[src/rtl/range_pkg.sv]
// range_pkg: shared types and constants for the range-stream transmitter.
//   tx_state_t    - transmitter FSM states (IDLE, BODY, SOLO_FIN, GAP)
//   tx_entry_t    - one buffered sample with its end-of-frame flag
//   DEFAULT_WIDTH - default sample width, matching the range finder datapath
package range_pkg;

  localparam int DEFAULT_WIDTH = 16;

  typedef enum logic [1:0] {
    IDLE     = 2'd0,
    BODY     = 2'd1,
    SOLO_FIN = 2'd2,
    GAP      = 2'd3
  } tx_state_t;

  typedef struct packed {
    logic                     last;
    logic [DEFAULT_WIDTH-1:0] data;
  } tx_entry_t;

endpackage

[src/rtl/range_tx_fifo.sv]
// range_tx_fifo: synchronous show-ahead FIFO of {last, data} entries.
// Ports:
//   clk, rst_n  - clock, asynchronous active-low reset (empties the FIFO)
//   push, din   - write request and entry ({last, data}); ignored when full
//   pop, dout   - read request and head entry (valid whenever !empty)
//   full, empty - occupancy flags derived from count
//   count       - current occupancy, 0..DEPTH
module range_tx_fifo
  import range_pkg::*;
#(
  parameter int WIDTH = DEFAULT_WIDTH,
  parameter int DEPTH = 8,
  localparam int AW = $clog2(DEPTH),
  localparam int CW = $clog2(DEPTH+1)
) (
  input  logic          clk,
  input  logic          rst_n,
  input  logic          push,
  input  logic [WIDTH:0] din,
  input  logic          pop,
  output logic [WIDTH:0] dout,
  output logic          full,
  output logic          empty,
  output logic [CW-1:0] count
);

  logic [WIDTH:0] mem [DEPTH];
  logic [AW-1:0]  wr_ptr;
  logic [AW-1:0]  rd_ptr;
  logic           do_push;
  logic           do_pop;

  assign full    = (count == CW'(DEPTH));
  assign empty   = (count == CW'(0));
  assign do_push = push && !full;
  assign do_pop  = pop && !empty;
  assign dout    = mem[rd_ptr];

  // Storage array; contents need no reset because count gates visibility.
  always_ff @(posedge clk) begin
    if (do_push) begin
      mem[wr_ptr] <= din;
    end
  end

  // Pointers wrap naturally; occupancy count decides full/empty.
  always_ff @(posedge clk or negedge rst_n) begin
    if (!rst_n) begin
      wr_ptr <= '0;
      rd_ptr <= '0;
      count  <= '0;
    end else begin
      if (do_push) begin
        wr_ptr <= wr_ptr + AW'(1);
      end
      if (do_pop) begin
        rd_ptr <= rd_ptr + AW'(1);
      end
      case ({do_push, do_pop})
        2'b10:   count <= count + CW'(1);
        2'b01:   count <= count - CW'(1);
        default: count <= count;
      endcase
    end
  end

endmodule

[src/rtl/range_frame_tx.sv]
// range_frame_tx: transmit side of the go/finish range-stream protocol.
// Samples are buffered with a last flag; a frame is launched only once it is
// completely buffered, then sent with go on the first sample, finish on the
// last, and one idle gap cycle before the next frame.
// Ports:
//   clk, rst_n          - clock, asynchronous active-low reset
//   wr_valid/wr_ready   - upstream handshake (wr_ready = !full)
//   wr_data, wr_last    - sample and its end-of-frame flag
//   data_out, go, finish- registered stream to the range finder
//   busy                - high from the go cycle through the gap cycle
//   frame_cnt           - complete frames currently buffered
//   trunc               - sticky: a frame was force-terminated on overflow
// Optional macro RANGE_TX_EXPECT_EN adds exp_range/exp_valid: the expected
// max-min of each frame, presented in its finish cycle.
module range_frame_tx
  import range_pkg::*;
#(
  parameter int WIDTH = DEFAULT_WIDTH,
  parameter int DEPTH = 8
) (
  input  logic                         clk,
  input  logic                         rst_n,
  input  logic                         wr_valid,
  output logic                         wr_ready,
  input  logic [WIDTH-1:0]             wr_data,
  input  logic                         wr_last,
  output logic [WIDTH-1:0]             data_out,
  output logic                         go,
  output logic                         finish,
  output logic                         busy,
  output logic [$clog2(DEPTH+1)-1:0]   frame_cnt,
  output logic                         trunc
`ifdef RANGE_TX_EXPECT_EN
  ,
  output logic [WIDTH-1:0]             exp_range,
  output logic                         exp_valid
`endif
);

  localparam int CW = $clog2(DEPTH+1);

  localparam logic [1:0] ST_IDLE     = IDLE;
  localparam logic [1:0] ST_BODY     = BODY;
  localparam logic [1:0] ST_SOLO_FIN = SOLO_FIN;
  localparam logic [1:0] ST_GAP      = GAP;

  logic [1:0]       state;
  logic             full;
  logic             empty;
  logic [CW-1:0]    count;
  logic [WIDTH:0]   head;
  logic [WIDTH-1:0] head_data;
  logic             head_last;
  logic             wr_fire;
  logic             no_frame;
  logic             force_last;
  logic             eff_last;
  logic             launch;
  logic             pop;
  logic             fin_edge;

  assign wr_ready  = !full;
  assign wr_fire   = wr_valid && !full;
  assign head_data = head[WIDTH-1:0];
  assign head_last = head[WIDTH];

  // In SOLO_FIN the single sample has already left the FIFO but is still
  // counted until its finish edge, so one counted frame means none buffered.
  assign no_frame = (frame_cnt == CW'(0)) ||
                    ((state == ST_SOLO_FIN) && (frame_cnt == CW'(1)));

  // A write that fills the FIFO with no complete frame inside would deadlock;
  // close the frame on that entry instead.
  assign force_last = wr_fire && !pop && (count == CW'(DEPTH-1)) && no_frame;
  assign eff_last   = wr_last || force_last;

  // Launch from IDLE, or straight out of the gap cycle (GAP with finish low).
  assign launch = (frame_cnt != CW'(0)) && !empty &&
                  ((state == ST_IDLE) || ((state == ST_GAP) && !finish));
  assign pop      = launch || (state == ST_BODY);
  assign fin_edge = ((state == ST_BODY) && head_last) || (state == ST_SOLO_FIN);

  range_tx_fifo #(
    .WIDTH (WIDTH),
    .DEPTH (DEPTH)
  ) u_fifo (
    .clk   (clk),
    .rst_n (rst_n),
    .push  (wr_fire),
    .din   ({eff_last, wr_data}),
    .pop   (pop),
    .dout  (head),
    .full  (full),
    .empty (empty),
    .count (count)
  );

  // Complete-frame counter and sticky truncation flag.
  always_ff @(posedge clk or negedge rst_n) begin
    if (!rst_n) begin
      frame_cnt <= '0;
      trunc     <= 1'b0;
    end else begin
      if (wr_fire && eff_last && !fin_edge) begin
        frame_cnt <= frame_cnt + CW'(1);
      end else if (!(wr_fire && eff_last) && fin_edge) begin
        frame_cnt <= frame_cnt - CW'(1);
      end
      if (force_last && !wr_last) begin
        trunc <= 1'b1;
      end
    end
  end

  // Framing FSM; GAP spans the finish cycle and the following gap cycle.
  always_ff @(posedge clk or negedge rst_n) begin
    if (!rst_n) begin
      state    <= ST_IDLE;
      data_out <= '0;
      go       <= 1'b0;
      finish   <= 1'b0;
      busy     <= 1'b0;
    end else begin
      go     <= 1'b0;
      finish <= 1'b0;
      if (launch) begin
        go       <= 1'b1;
        busy     <= 1'b1;
        data_out <= head_data;
        state    <= head_last ? ST_SOLO_FIN : ST_BODY;
      end else begin
        case (state)
          ST_IDLE: begin
            busy <= 1'b0;
          end
          ST_BODY: begin
            data_out <= head_data;
            if (head_last) begin
              finish <= 1'b1;
              state  <= ST_GAP;
            end
          end
          ST_SOLO_FIN: begin
            finish <= 1'b1;
            state  <= ST_GAP;
          end
          ST_GAP: begin
            if (!finish) begin
              busy  <= 1'b0;
              state <= ST_IDLE;
            end
          end
          default: begin
            busy  <= 1'b0;
            state <= ST_IDLE;
          end
        endcase
      end
    end
  end

`ifdef RANGE_TX_EXPECT_EN
  logic [WIDTH-1:0] run_max;
  logic [WIDTH-1:0] run_min;
  logic [WIDTH-1:0] nx_max;
  logic [WIDTH-1:0] nx_min;

  // Running extremes including the entry being popped this cycle.
  always_comb begin
    nx_max = run_max;
    nx_min = run_min;
    if (head_data > run_max) begin
      nx_max = head_data;
    end else begin
      nx_max = run_max;
    end
    if (head_data < run_min) begin
      nx_min = head_data;
    end else begin
      nx_min = run_min;
    end
  end

  // Expected range reference, presented alongside finish.
  always_ff @(posedge clk or negedge rst_n) begin
    if (!rst_n) begin
      run_max   <= '0;
      run_min   <= '0;
      exp_range <= '0;
      exp_valid <= 1'b0;
    end else begin
      exp_valid <= 1'b0;
      if (launch) begin
        run_max <= head_data;
        run_min <= head_data;
      end else if (state == ST_BODY) begin
        run_max <= nx_max;
        run_min <= nx_min;
        if (head_last) begin
          exp_valid <= 1'b1;
          exp_range <= nx_max - nx_min;
        end
      end else if (state == ST_SOLO_FIN) begin
        exp_valid <= 1'b1;
        exp_range <= run_max - run_min;
      end
    end
  end
`endif

endmodule
[config.mk]
export PLATFORM = sky130hd
export DESIGN_NAME = range_frame_tx
export DESIGN_NICKNAME = d
export VERILOG_FILES = /design/src/rtl/range_pkg.sv /design/src/rtl/range_tx_fifo.sv /design/src/rtl/range_frame_tx.sv
export SDC_FILE = /design/constraint.sdc
export NUM_CORES = 1
export LEC_CHECK = 0
export CELL_PAD_IN_SITES_DETAIL_PLACEMENT = 0
export CELL_PAD_IN_SITES_GLOBAL_PLACEMENT = 2
export CORE_AREA = 2 2 173 175
export CTS_CLUSTER_DIAMETER = 50
export DETAILED_ROUTE_END_ITERATION = 8
export DIE_AREA = 0 0 175 177
export PLACE_DENSITY = 0.46
export SLEW_MARGIN = 20
export SYNTH_ARGS = -nofsm -noshare
export SYNTH_HDL_FRONTEND = slang
export SYNTH_SLANG_ARGS = --single-unit
[constraint.sdc]
create_clock -name clk -period 8.6 [get_ports clk]
set_clock_uncertainty 0.2 [all_clocks]
set_input_delay 1.29 -clock clk [delete_from_list [all_inputs] [get_ports clk]]
set_output_delay 1.29 -clock clk [all_outputs]
set_load 0.02 [all_outputs]
---- Yosys cells after proc, flatten, opt, wreduce, memory -nomap -nowiden ----
Memories as Yosys holds them, arrays and structs flattened.
Index checks and enable logic that the tools add are counted.
word-level totals
  output and inout bits ................... 25
  word-level logic and storage cells ...... 84
  input port bits ......................... 20
  memories ................................ 1
  RAM bits ................................ 136
  register bits ........................... 36
memories
  memory      words  width  rd ports  clocked after memory_dff  wr ports  RTL line             RTL
  u_fifo.mem  8      17     1         0                         1         range_tx_fifo.sv:27  logic [WIDTH:0] mem [DEPTH];
operators by class
  eq/ne operators ......................... 10
  reductions and logical operators ........ 38
  mux-type cells .......................... 19
  add/sub/neg operators ................... 6
operator list
  operator                                              number
  2-to-1 mux 16 bit                                     2
  logical AND 1 bit                                     15
  adder 4 x 1 -> 4 bit (second input constant)          2
  logical NOT 4 bit                                     2
  2-to-1 mux 2 bit                                      4
  2-to-1 mux 4 bit                                      2
  case mux 4 bit (2 select lines)                       1
  nonzero test 4 bit                                    2
  subtractor 4 x 1 -> 4 bit (second input constant)     2
  logical NOT 1 bit                                     7
  2-to-1 mux 1 bit                                      7
  adder 3 x 1 -> 3 bit (second input constant)          2
  equality test 2 bit (second input constant)           3
  != test 3 bit (second input constant)                 2
  case mux 2 bit (3 select lines)                       1
  nonzero test 2 bit                                    3
  logical OR 1 bit                                      5
  equality test 2 x 1 -> 1 bit (second input constant)  2
  equality test 4 x 1 -> 1 bit (second input constant)  1
  equality test 4 x 3 -> 1 bit (second input constant)  1
  equality test 4 bit (second input constant)           1
  case mux 1 bit (2 select lines)                       2
  AND reduction 3 bit                                   1
  nonzero test 3 bit                                    1
  other kinds (2)                                       2

---- Logic depth before layout (Yosys ltp) ----
  word-level depth ........................ 15
  depth in mapped cells ................... 13
  mapped depth without buffers ............ 13

---- Cells and area by module ----
From an unflattened synthesis, not the netlist that was laid out.
second synthesis, totals
  cells, all modules ...................... 359
  area, all modules ....................... 7130.6 µm²
by module, submodules not included
  module          area each (µm²)  seq. area each (µm²)  cells each  instances
  range_tx_fifo   5851.9           4334.2                264         1
  range_frame_tx  1278.7           650.6                 95          1

---- Least setup slack after synthesis ----
OpenSTA, ideal clock, no wires.
  path type ............................... input-to-reg
  from .................................... input wr_valid
  to ...................................... memory u_fifo.mem[0][0] in the netlist's numbering (enable)
  buffers on the path ..................... 0
  cell stages on the path ................. 2
  arrival ................................. 3168 ps
  path slack .............................. 4797 ps
  library setup time ...................... 435 ps
  required time ........................... 7965 ps
  cell sequence ........................... nand2_1 > nor4_1
between the ends
  cells in the longest elaborated chain, start to end .. 4
ends and longest elaborated chain
  item                                    RTL line              RTL
  start, declared                         range_frame_tx.sv:23  input logic wr_valid,
  logical AND 1 bit                       range_frame_tx.sv:63  assign wr_fire = wr_valid && !full;
  logical AND 1 bit                       range_tx_fifo.sv:35   assign do_push = push && !full;
  2-to-1 mux 1 bit                        range_tx_fifo.sv:41   if (do_push) begin
  2-to-1 mux 1 bit (not written as such)  range_tx_fifo.sv:42   mem[wr_ptr] <= din;
  end, declared                           range_tx_fifo.sv:27
No other way between the ends.

---- Worst setup path in the final report ----
  from .................................... input wr_valid
  to ...................................... register frame_cnt[2]
between the ends
  cells in the longest elaborated chain, start to end .. 9
  elaborated cells on any way between the ends .. 11
  those cells by class .................... mux: 1; reduce/logical: 10
ends and longest elaborated chain
  item                             RTL line                                      RTL
  logical AND 1 bit (*)            range_frame_tx.sv:63
  logical AND 1 bit (3 in series)  range_frame_tx.sv:74                          assign force_last = wr_fire && !pop && (count == CW'(DEPTH-1)) && no_frame;
  logical OR 1 bit                 range_frame_tx.sv:75                          assign eff_last = wr_last || force_last;
  logical AND 1 bit (*)            range_frame_tx.sv:104, range_frame_tx.sv:106
  logical NOT 1 bit                range_frame_tx.sv:106                         end else if (!(wr_fire && eff_last) && fin_edge) begin
  logical AND 1 bit                range_frame_tx.sv:106
  nonzero test 2 bit (no line)     -
  end signal, assigned             range_frame_tx.sv:105                         frame_cnt <= frame_cnt + CW'(1);
  end signal, assigned             range_frame_tx.sv:107                         frame_cnt <= frame_cnt - CW'(1);
  end, declared                    range_frame_tx.sv:31                          output logic [$clog2(DEPTH+1)-1:0] frame_cnt,
Mark *: on every way between the ends. The rest lies on a longest branch, timed or not.
A chain may end at the register's enable or synchronous reset.

==> key figures <==
Detailed routing
  – DRC viols: 0
  – Routed Wire Length: 15,100 µm
  – Detailed-route via count: 3,381
  – Wire length per cell: 18.5 µm
  – Routed vias/inst: 4.14
  – Initial DRT Pass Iterations: 4
  – Initial detailed-routing violation count: 247
  – Routed Antenna Nets: 0

Global routing
  – Initial antenna violation count: 0
  – Pin count of the biggest net entering global routing: 37
  – Global-route wire length before repair: approximately 23,000 µm
  – Aggregate global-route resource usage: 0.105
  – Total grt overflow: 0
  – Number of global-route vias before repair: 3,605

Floorplanning
  – Std-Cell Rows: 63
  – Initial Util: 0.237
  – Chip Height: 177 µm
  – Die area: slightly above 30,000 µm²
  – # IOs: 45
  – Core Area: 29,200 µm²
  – Die width: 175 µm

Synth
  – Largest family of logic cells by synthesized area: multiplexers
  – Post-synthesis register bit count: 172
  – Net count of the mapped netlist: about 390
  – Synth Instances: 352
  – Syn Area/Cell: 19.7 µm²
  – Ys async rst share: 0.209
  – XOR/XNOR Fraction of Synth Area: 0.0164
  – Dominant synthesized flop cell: edfxtp_1
  – Synth Area in Compound Gates: 0.0229
  – Ys Warns: 0
  – Synth Area in Simple Gates: 0.0327
  – Post-synthesis cell type count: 43
  – Adder-Cell Fraction of Synth Area: 0.0235
  – Sequential share of the synthesized area: 0.720
  – Mux cell area share after synthesis: 0.170
  – EDFF count, synth: 136
  – Synthesized area: 6920 µm²

Timing
  – Final count of hold timing violations: 0
  – RSZ-0062 raised after global routing: no
  – Total negative slack: 0 ns
  – Final setup vio count: 0
  – Slew @ Worst Pin: 0.700 ns
  – Slew Limit Fails: 0
  – Slew HR: 0.532
  – Period utilization: 0.388
  – Max Fclk: 0.300 GHz
  – Fin crit period: 3.34 ns

Finish
  – Commonest non-fill, non-tap cell in the layout: edfxtp_1
  – Post-layout nets: 446
  – Fin util: 0.291
  – Number of antenna diodes: 0
  – # fillers: between 2k and 3k
  – Leading cell types in the layout, fill and taps excluded: 136 x edfxtp_1, 43 x clkdlybuf4s50_1, 35 x mux2_2, 35 x dfrtp_1, 34 x mux4_2
  – Design Area, Final: 8500 µm²
  – Layout overhead on the synthesized area: 22.8%
  – Layout cell share with drive strength beyond 1: 0.296

Pwr
  – Sw power: 1.04 mW
  – Sw frac: 0.333
  – Part of the power in registers: 0.388
  – Leakage: 2.88 nW
  – Pwr Total: 3.12 mW
  – Combinational Power Share: 0.365
  – Clk pwr share: 0.248
  – VDD IR max: 0.123 mV
  – PwrDens: between 300 and 400 nW/µm²
  – Int Power: 2.08 mW

Critical path
  – Critical path fanouts, max: 4
  – Worst Setup End Kind: flop
  – Worst path arrival time: 3.45 ns
  – Crit start category: input port
  – Worst reg2reg setup slack: ~5.4 ns
  – CP required: just under 9 ns
  – Critical path class: input port to flop

Placement
  – Buffers on Ports: 44
  – Routability cong.: around 0.69
  – Placement Cell Area: 7900 µm²
  – Hpwl dp: about 8500 µm

Clock tree
  – CTS tree: yes
  – CTS Buf Count: 17
  – Post_cts resized: 0
  – Root Driver: clkbuf_16
  – Clk_lat worst skew: around 0.43 ns
  – Postcts setup bufs: 0
  – Clock-pin transition on the worst setup and hold timing paths: 0.07 ns
  – H-tree depth: 4
  – Longest Clk Path Bufs: 2
  – Cts hold-fix bufs: 0
  – Num Clock Sinks: 172

Min path
  – HP Class: flop to flop

Status
  – Status: complete, no violations

Flow run
  – Max Cap Viol: 0
[cell usage after synthesis (2+ instances only)]
cell | n | area (µm²)
or4_4 | 2 | 22.5
nand2_1 | 5 | 18.8
nor2b_1 | 3 | 18.8
inv_1 | 8 | 30.0
buf_2 | 4 | 20.0
nand3_1 | 3 | 15.0
ha_1 | 13 | 163
dfrtp_1 | 36 | 901
mux2_2 | 35 | 394
clkbuf_1 | 7 | 26.3
a21oi_1 | 4 | 20.0
o21ai_0 | 6 | 30.0
edfxtp_1 | 136 | 4080
nor2_1 | 9 | 33.8
mux2i_1 | 2 | 20.0
buf_4 | 2 | 15.0
mux4_2 | 34 | 766
nand2b_1 | 3 | 18.8
nor3_1 | 5 | 25.0
xnor2_1 | 6 | 52.6
xor2_1 | 7 | 61.3
[state kept, by name (all words and copies together), names as in the netlist]
| signal | flops |
|---|---|
| u_fifo.mem | 136 |
| data_out | 16 |
| frame_cnt | 4 |
| u_fifo.count | 4 |
| u_fifo.rd_ptr | 3 |
| u_fifo.wr_ptr | 3 |
| state | 2 |
| busy | 1 |
| finish | 1 |
| go | 1 |
| trunc | 1 |
[routing by layer]
metal,vias up,GRT usage,routed length [µm]
li1,1525,-,-
met1,1785,0.140,7170
met2,59,0.171,7250
met3,12,0.0266,498
met4,0,0.0313,161
met5,-,0,0
[logic make-up after synthesis]
| kind of cell | after synthesis |
|---|---|
| AO/OA/AOI/OAI | 22 |
| XOR/XNOR | 13 |
| flip-flops | 172 |
| AND/OR/NAND/NOR | 39 |
| buffers and inverters | 22 |
| multiplexers | 71 |
| adder cells (fa/ha/maj) | 13 |
[stage by stage]
stage / hold slack, ns / std cells / setup slack, ns
floorplan: 0.278 / 352 / 4.80
global placement: 0.282 / 784 / 4.85
detailed placement: 0.294 / 784 / 4.81
CTS: 0.316 / 816 / 5.27
global route: 0.326 / 816 / 5.10
finish: 0.305 / 816 / 5.26
[worst max-delay path: stages]
cell and delay, ns:
clkdlybuf4s50_1 0.53, and4b_1 0.20, nand3_1 0.09, or4_4 0.52, a21oi_2 0.16, ha_1 0.25, mux2i_1 0.20, nor2_1 0.06
xor2_1 0.14
[path summary, 6_finish.rpt]
path                                          start                            to  cells after the start
hold / removal                    trunc$_DFFE_PN0P_             trunc$_DFFE_PN0P_                      1
setup reg to reg           frame_cnt[0]$_DFFE_PN0P_   u_fifo.count[2]$_DFFE_PN0P_                     13
hold reg to reg                   trunc$_DFFE_PN0P_             trunc$_DFFE_PN0P_                      1
setup / recovery                           wr_valid      frame_cnt[2]$_DFFE_PN0P_                      9
max in group asynchronous                     rst_n  u_fifo.rd_ptr[0]$_DFFE_PN0P_                      1
min in group asynchronous                     rst_n          state[0]$_DFFE_PN0P_                      1
[cell type report]
cell class,instances,area [µm²],area share
sequential,172,4990,0.586
multi-input combinational,158,1870,0.220
timing repair buffer,55,520,0.0612
tap,390,488,0.0574
clock buffer,17,425,0.0500
clock inverter,15,178,0.0209
inverter,9,36.3,0.00427
[power groups by stage]
stage,logic [mW],clock network [mW],registers [mW]
floorplan,0.759,0,1.25
global placement,1.17,0,1.23
detailed placement,1.18,0,1.23
CTS,1.18,0.803,1.22
global route,1.26,0.837,1.24
finish,1.14,0.774,1.21
Note: power is estimated with default switching activity, not from simulation.
